## src/rtl/decode_pkg.sv

```systemverilog
// Shared RV32I decode constants: opcodes, one-hot op bit indices (also used by the alu),
// and the immediate-format selector.
package decode_pkg;

  localparam int XLEN_DEF    = 32;
  localparam int NUM_OPS_DEF = 37;

  localparam logic [6:0] OPC_OP     = 7'b0110011;
  localparam logic [6:0] OPC_OP_IMM = 7'b0010011;
  localparam logic [6:0] OPC_LOAD   = 7'b0000011;
  localparam logic [6:0] OPC_STORE  = 7'b0100011;
  localparam logic [6:0] OPC_BRANCH = 7'b1100011;
  localparam logic [6:0] OPC_JAL    = 7'b1101111;
  localparam logic [6:0] OPC_JALR   = 7'b1100111;
  localparam logic [6:0] OPC_LUI    = 7'b0110111;
  localparam logic [6:0] OPC_AUIPC  = 7'b0010111;

  localparam int OH_LUI   = 0;
  localparam int OH_AUIPC = 1;
  localparam int OH_JAL   = 2;
  localparam int OH_JALR  = 3;
  localparam int OH_BEQ   = 4;
  localparam int OH_BNE   = 5;
  localparam int OH_BLT   = 6;
  localparam int OH_BGE   = 7;
  localparam int OH_BLTU  = 8;
  localparam int OH_BGEU  = 9;
  localparam int OH_LB    = 10;
  localparam int OH_LH    = 11;
  localparam int OH_LW    = 12;
  localparam int OH_LBU   = 13;
  localparam int OH_LHU   = 14;
  localparam int OH_SB    = 15;
  localparam int OH_SH    = 16;
  localparam int OH_SW    = 17;
  localparam int OH_ADDI  = 18;
  localparam int OH_SLTI  = 19;
  localparam int OH_SLTIU = 20;
  localparam int OH_XORI  = 21;
  localparam int OH_ORI   = 22;
  localparam int OH_ANDI  = 23;
  localparam int OH_SLLI  = 24;
  localparam int OH_SRLI  = 25;
  localparam int OH_SRAI  = 26;
  localparam int OH_ADD   = 27;
  localparam int OH_SUB   = 28;
  localparam int OH_SLL   = 29;
  localparam int OH_SLT   = 30;
  localparam int OH_SLTU  = 31;
  localparam int OH_XOR   = 32;
  localparam int OH_SRL   = 33;
  localparam int OH_SRA   = 34;
  localparam int OH_OR    = 35;
  localparam int OH_AND   = 36;

  typedef enum logic [2:0] {
    FMT_I,
    FMT_S,
    FMT_B,
    FMT_U,
    FMT_J,
    FMT_SHAMT,
    FMT_NONE
  } imm_fmt_t;

endpackage

```

## src/rtl/decode_stage_imm_gen.sv

```systemverilog
// Combinational immediate extraction for the RV32I formats; zero latency, no flow control.
module decode_stage_imm_gen
  import decode_pkg::*;
#(
  parameter int XLEN = XLEN_DEF
) (
  input  logic [31:7]     instr,
  input  imm_fmt_t        fmt,
  output logic [XLEN-1:0] imm
);

  logic [31:0] imm32;

  always_comb begin
    imm32 = 32'd0;
    case (fmt)
      FMT_I:     imm32 = {{20{instr[31]}}, instr[31:20]};
      FMT_S:     imm32 = {{20{instr[31]}}, instr[31:25], instr[11:7]};
      FMT_B:     imm32 = {{19{instr[31]}}, instr[31], instr[7], instr[30:25], instr[11:8], 1'b0};
      FMT_U:     imm32 = {instr[31:12], 12'd0};
      FMT_J:     imm32 = {{11{instr[31]}}, instr[31], instr[19:12], instr[20], instr[30:21], 1'b0};
      FMT_SHAMT: imm32 = {27'd0, instr[24:20]};
      default:   imm32 = 32'd0;
    endcase
  end

  // Widening beyond 32 bits keeps the sign of the 32-bit immediate.
  assign imm = {{(XLEN-31){imm32[31]}}, imm32[30:0]};

endmodule

```

## src/rtl/decode_stage.sv

```systemverilog
// RV32I decode into a one-entry output register; 1-cycle accept-to-valid latency.
// in_ready = !out_valid || out_ready, so a consume and an accept can overlap; flush clears the entry.
module decode_stage
  import decode_pkg::*;
#(
  parameter int XLEN    = XLEN_DEF,
  parameter int NUM_OPS = NUM_OPS_DEF
) (
  input  logic               clk,
  input  logic               rst_n,
  input  logic               in_valid,
  output logic               in_ready,
  input  logic [31:0]        in_instr,
  input  logic [XLEN-1:0]    in_pc,
  input  logic               flush,
  output logic               out_valid,
  input  logic               out_ready,
  output logic [NUM_OPS-1:0] out_onehot,
  output logic [4:0]         out_rs1,
  output logic [4:0]         out_rs2,
  output logic [4:0]         out_rd,
  output logic [XLEN-1:0]    out_imm,
  output logic [XLEN-1:0]    out_pc,
  output logic               out_rd_we,
  output logic               out_illegal
);

  typedef struct packed {
    logic [NUM_OPS-1:0] onehot;
    logic [4:0]         rs1;
    logic [4:0]         rs2;
    logic [4:0]         rd;
    logic [XLEN-1:0]    imm;
    logic [XLEN-1:0]    pc;
    logic               rd_we;
    logic               illegal;
  } entry_t;

  logic [6:0]         opcode;
  logic [2:0]         funct3;
  logic [6:0]         funct7;
  logic [NUM_OPS-1:0] dec_onehot;
  imm_fmt_t           dec_fmt;
  logic               dec_writes;
  logic [XLEN-1:0]    dec_imm;
  logic               accept;
  logic               valid_d, valid_q;
  entry_t             entry_d, entry_q;

  assign opcode = in_instr[6:0];
  assign funct3 = in_instr[14:12];
  assign funct7 = in_instr[31:25];

  always_comb begin
    dec_onehot = '0;
    dec_fmt    = FMT_NONE;
    dec_writes = 1'b0;
    case (opcode)
      OPC_LUI:   begin dec_onehot[OH_LUI]   = 1'b1; dec_fmt = FMT_U; dec_writes = 1'b1; end
      OPC_AUIPC: begin dec_onehot[OH_AUIPC] = 1'b1; dec_fmt = FMT_U; dec_writes = 1'b1; end
      OPC_JAL:   begin dec_onehot[OH_JAL]   = 1'b1; dec_fmt = FMT_J; dec_writes = 1'b1; end
      OPC_JALR: begin
        dec_fmt = FMT_I; dec_writes = 1'b1;
        if (funct3 == 3'b000) dec_onehot[OH_JALR] = 1'b1;
      end
      OPC_BRANCH: begin
        dec_fmt = FMT_B;
        case (funct3)
          3'b000: dec_onehot[OH_BEQ]  = 1'b1;
          3'b001: dec_onehot[OH_BNE]  = 1'b1;
          3'b100: dec_onehot[OH_BLT]  = 1'b1;
          3'b101: dec_onehot[OH_BGE]  = 1'b1;
          3'b110: dec_onehot[OH_BLTU] = 1'b1;
          3'b111: dec_onehot[OH_BGEU] = 1'b1;
          default: ;
        endcase
      end
      OPC_LOAD: begin
        dec_fmt = FMT_I; dec_writes = 1'b1;
        case (funct3)
          3'b000: dec_onehot[OH_LB]  = 1'b1;
          3'b001: dec_onehot[OH_LH]  = 1'b1;
          3'b010: dec_onehot[OH_LW]  = 1'b1;
          3'b100: dec_onehot[OH_LBU] = 1'b1;
          3'b101: dec_onehot[OH_LHU] = 1'b1;
          default: ;
        endcase
      end
      OPC_STORE: begin
        dec_fmt = FMT_S;
        case (funct3)
          3'b000: dec_onehot[OH_SB] = 1'b1;
          3'b001: dec_onehot[OH_SH] = 1'b1;
          3'b010: dec_onehot[OH_SW] = 1'b1;
          default: ;
        endcase
      end
      OPC_OP_IMM: begin
        dec_fmt = FMT_I; dec_writes = 1'b1;
        case (funct3)
          3'b000: dec_onehot[OH_ADDI]  = 1'b1;
          3'b010: dec_onehot[OH_SLTI]  = 1'b1;
          3'b011: dec_onehot[OH_SLTIU] = 1'b1;
          3'b100: dec_onehot[OH_XORI]  = 1'b1;
          3'b110: dec_onehot[OH_ORI]   = 1'b1;
          3'b111: dec_onehot[OH_ANDI]  = 1'b1;
          3'b001: begin
            dec_fmt = FMT_SHAMT;
            if (funct7 == 7'b0000000) dec_onehot[OH_SLLI] = 1'b1;
          end
          default: begin
            dec_fmt = FMT_SHAMT;
            if (funct7 == 7'b0000000)      dec_onehot[OH_SRLI] = 1'b1;
            else if (funct7 == 7'b0100000) dec_onehot[OH_SRAI] = 1'b1;
          end
        endcase
      end
      OPC_OP: begin
        dec_writes = 1'b1;
        case ({funct7, funct3})
          10'b0000000_000: dec_onehot[OH_ADD]  = 1'b1;
          10'b0100000_000: dec_onehot[OH_SUB]  = 1'b1;
          10'b0000000_001: dec_onehot[OH_SLL]  = 1'b1;
          10'b0000000_010: dec_onehot[OH_SLT]  = 1'b1;
          10'b0000000_011: dec_onehot[OH_SLTU] = 1'b1;
          10'b0000000_100: dec_onehot[OH_XOR]  = 1'b1;
          10'b0000000_101: dec_onehot[OH_SRL]  = 1'b1;
          10'b0100000_101: dec_onehot[OH_SRA]  = 1'b1;
          10'b0000000_110: dec_onehot[OH_OR]   = 1'b1;
          10'b0000000_111: dec_onehot[OH_AND]  = 1'b1;
          default: ;
        endcase
      end
      default: ;
    endcase
  end

  decode_stage_imm_gen #(.XLEN(XLEN)) u_imm_gen (
    .instr (in_instr[31:7]),
    .fmt   (dec_fmt),
    .imm   (dec_imm)
  );

  assign in_ready = !valid_q || out_ready;
  assign accept   = in_valid && in_ready && !flush;

  always_comb begin
    valid_d = valid_q;
    entry_d = entry_q;
    if (flush) begin
      valid_d = 1'b0;
    end else if (accept) begin
      valid_d         = 1'b1;
      entry_d.onehot  = dec_onehot;
      entry_d.rs1     = in_instr[19:15];
      entry_d.rs2     = in_instr[24:20];
      entry_d.rd      = in_instr[11:7];
      entry_d.imm     = dec_imm;
      entry_d.pc      = in_pc;
      entry_d.illegal = ~|dec_onehot;
      // An illegal op or an x0 destination never writes the register file.
      entry_d.rd_we   = dec_writes && (|dec_onehot) && (in_instr[11:7] != 5'd0);
    end else if (out_ready) begin
      valid_d = 1'b0;
    end
  end

  always_ff @(posedge clk or negedge rst_n) begin
    if (!rst_n) begin
      valid_q <= 1'b0;
      entry_q <= '0;
    end else begin
      valid_q <= valid_d;
      entry_q <= entry_d;
    end
  end

  assign out_valid   = valid_q;
  assign out_onehot  = entry_q.onehot;
  assign out_rs1     = entry_q.rs1;
  assign out_rs2     = entry_q.rs2;
  assign out_rd      = entry_q.rd;
  assign out_imm     = entry_q.imm;
  assign out_pc      = entry_q.pc;
  assign out_rd_we   = entry_q.rd_we;
  assign out_illegal = entry_q.illegal;

endmodule
```

## config.mk

```make
export PLATFORM = sky130hd
export DESIGN_NAME = decode_stage
export DESIGN_NICKNAME = d
export VERILOG_FILES = /design/src/rtl/decode_pkg.sv /design/src/rtl/decode_stage_imm_gen.sv /design/src/rtl/decode_stage.sv
export SDC_FILE = /design/constraint.sdc
export NUM_CORES = 1
export LEC_CHECK = 0
export ABC_AREA = 1
export ABC_CLOCK_PERIOD_IN_PS = 1700
export BUFFER_PORTS_ARGS = -buffer_cell sky130_fd_sc_hd__buf_2
export CORE_UTILIZATION = 25
export DETAILED_ROUTE_END_ITERATION = 10
export PLACE_DENSITY = 0.49
export SKIP_CTS_REPAIR_TIMING = 1
export SYNTH_ARGS = -nofsm -noshare
export SYNTH_HDL_FRONTEND = slang
export SYNTH_HIERARCHICAL = 1
export SYNTH_SLANG_ARGS = --single-unit
```

## constraint.sdc

```tcl
create_clock -name clk -period 1.7 [get_ports clk]
set_input_delay 0.085 -clock clk [delete_from_list [all_inputs] [get_ports clk]]
set_output_delay 0.085 -clock clk [all_outputs]
set_load 0.05 [all_outputs]
```

==> metrics.csv <==
stage,metric,value,unit
synth,synthesis.nets,806,
routing,vias_per_cell,4.27,
pwr,cellPowerDensity,1050,nW/µm²
synth,synth_cell_types,27,
place,io_buffers,188,
routing,dr_total_vias,5583,
grt,antenna_found_initial,0,
place,dp_hpwl,13300,µm
hold_path,min_path_type,in2reg,
clock_network,htree_levels,4,
synth,netlist_area,5560,µm²
clock_network,numCtsBuffers,17,
synth,ys.warnings.count,6,
synth,syn_inst,737,
synth,seq_area_frac_synth,53.5,%
grt,use_met2,24.2,%
worst_setup_path,ff2ff_setup_slack,0.20,ns
cells_and_area,utilization,38.1,%
clock_network,clk_pin_slew_worst_paths,0.05,ns
pwr,power_report.internal_total,0.00590,W
timing,finalSetupTns,0,ns
grt,grt_pass1_wl,28000,µm
pwr,power.switching,0.00285,W
run_status,violations,negative hold slack,
synth,synth_most_common_cell,nand2_1,
cells_and_area,fin_area,8330,µm²
grt,grt.busiest_layer,met2,
cells_and_area,antenna_cells,0,
floorplan,initial_utilization,25.5,%
timing,hold_violations,2,
timing,rsz0062_at_grt,no,
clock_network,clockBufferDepth,2,
grt,grt_start_max_net_pins,70,
synth,synth_flop_cell,dfrtp_1,
routing,drc,0,
pwr,leakage,4.77,nW
timing,fmax,665,MHz
floorplan,die_y,151,µm
pwr,power,0.00875,W
run_status,status,"complete, but fails checks",
pwr,seqPwrFrac,36.2,%
pwr,swShare,32.6,%
pwr,clkPwrFrac,42.5,%
worst_setup_path,rr_worst_depth,7,
synth,async_flop_share,100,%
floorplan,die_area,22900,µm²
worst_setup_path,reg2reg_from,out_valid,
grt,first_global_vias,5169,
clock_network,clk_latency,0.41,ns
worst_setup_path,cpPeakStageDelay,0.37,ns
timing,drv_slew,0,
place,dpl_cell_area,7220,µm²
clock_network,cts_tree,done,
synth,synthTopCellsByCount,"384 x nand2_1, 119 x dfrtp_1, 49 x nor2_1",
worst_setup_path,cp.required,2.05,ns
timing,fin_crit,1.50,ns
timing,timing.slew.headroom,73.8,%
worst_setup_path,start_kind,flip-flop,
floorplan,fp.dieW,151,µm
hold_path,hp-start,out_ready,
timing,worstMarginPinSlew,0.390,ns
routing,firstDrtPassIters,4,
floorplan,core_area,21800,µm²
hold_path,hold_path_end,out_valid,
cells_and_area,drive_gt1_share,29.5,%
grt,gr-usage-met3,4.28,%
worst_setup_path,crit_path_max_fanout,34,
cells_and_area,nets,1082,
synth,synth_area_leaders,"dfrtp_1 54%, nand2_1 26%, nand3_1 3.4%",
pwr,p_comb_share,21.3,%
routing,routedWlPerCell,14.0,µm
routing,ant_nets,0,
clock_network,numClockSinks,119,
worst_setup_path,rr_endpoint,out_onehot[23],
timing,fin_skew,0.0121,ns
place,gp_congestion,0.830,
timing,setup_viol,0,
worst_setup_path,worstPathCellList,"inv_1, nor2_1, nor3_4, buf_12, buf_4, nand3_1, nand2_1",
timing,fin_crit_sh,88.5,%
routing,totalWireLength,18200,µm
worst_setup_path,cp_slowest_cell,dfrtp_1,
worst_setup_path,critical_path_class,reg2reg,
cells_and_area,area_delta_synth_final,49.7,%
clock_network,root_buffer,clkbuf_16,
timing,hold_ws,-0.0122,ns
routing,initialDrtViolationCount,218,
synth,synth_edf_count,0,
floorplan,io_pins,189,
worst_setup_path,endpoint_kind,flip-flop,
grt,grt_overflow,0,
synth,avgSynthCellArea,7.55,µm²
flow_run,maxCapViolations,0,
synth,ys_ff_latch,119,
floorplan,num_rows,54,
synth,synth_area_leader_cell,dfrtp_1,
hold_path,holdPathStages,4,
worst_setup_path,cp.arrival,1.86,ns
grt,grt_util_met1,22.5,%
pwr,ir_drop,0.000596,V
grt,grt_usage,16.3,%
synth,synth_top_area_share,53.5,%
## layer usage
layer	share of wire [%]	wire length [µm]
met5	0	0
met4	1.4	252
met3	5.2	954
met2	46	8430
met1	47	8600
## critical path, delay by kind of cell, from the launching register on
| kind | cells | cell delay (ns) |
|---|---|---|
| buf+inv | 3 | 0.60 |
| flops | 1 | 0.37 |
| simple gates | 4 | 0.47 |
## power groups by stage
stage,combinational [W],clock [W],sequential [W]
after global placement,0.00179,0,0.00321
after floorplan,0.000375,0,0.00400
after global routing,0.00201,0.00396,0.00320
after CTS,0.00180,0.00384,0.00317
final,0.00186,0.00372,0.00316
after detailed placement,0.00180,0,0.00321
## metrics by stage
step	hold slack (ns)	instances	setup WS, ns
2_1_floorplan	-0.211	737	0.0182
6_report	-0.0122	1306	0.196
3_3_place_gp	0.114	1226	-0.196
3_5_place_dp	0.120	1226	-0.238
5_1_grt	0.00000427	1306	0.0382
4_1_cts	-0.326	1258	0.157
## cell type report
type | instances | area [µm²]
multi-input cells | 540 | 2270
inverters | 49 | 189
fillers | 2305 | 13500
clock buffers | 18 | 439
clock inverters | 14 | 175
repair buffers | 286 | 1920
flip-flops and latches | 119 | 2980
well taps | 280 | 350
## cells by family after synthesis
kind of cell	Yosys count	synth area share (%)
simple gates	496	36.1
flops	119	53.5
buf+inv	78	6.10
compound gates	44	4.32
## worst max path at each step
stage	startpoint	end	slack (ns)	cells after the start
4_1_cts	out_valid	out_onehot[23]	0.16	7
3_3_place_gp	in_instr[4]	out_imm[3]	-0.20	15
5_1_grt	in_instr[0]	out_imm[1]	0.04	18
6_report	out_valid	out_onehot[23]	0.20	7
2_1_floorplan	in_instr[0]	out_imm[20]	0.02	15
3_5_place_dp	in_instr[4]	out_imm[4]	-0.24	15
## cells in the final DEF (no fill, tap or decap), drive strengths merged
master	netlist	final
a21oi	3	3
a31o	1	1
buf	19	238
bufinv	0	3
clkbuf	10	18
clkinv	0	7
clkinvlp	0	3
dfrtp	119	119
dlygate4sd3	0	48
inv	49	50
nand2	388	388
nand3	43	43
nand4	6	6
nor2	55	55
nor3	4	4
o21a	1	1
o21ai	37	37
o31ai	1	1
o41ai	1	1
## state kept, by name (all words and copies together), names as in the netlist
register,count
out_valid,1
out_rs1,5
out_rd,5
out_illegal,1
out_onehot,37
out_rd_we,1
out_imm,32
out_rs2,5
out_pc,32
(Power assumes the default switching activity.)
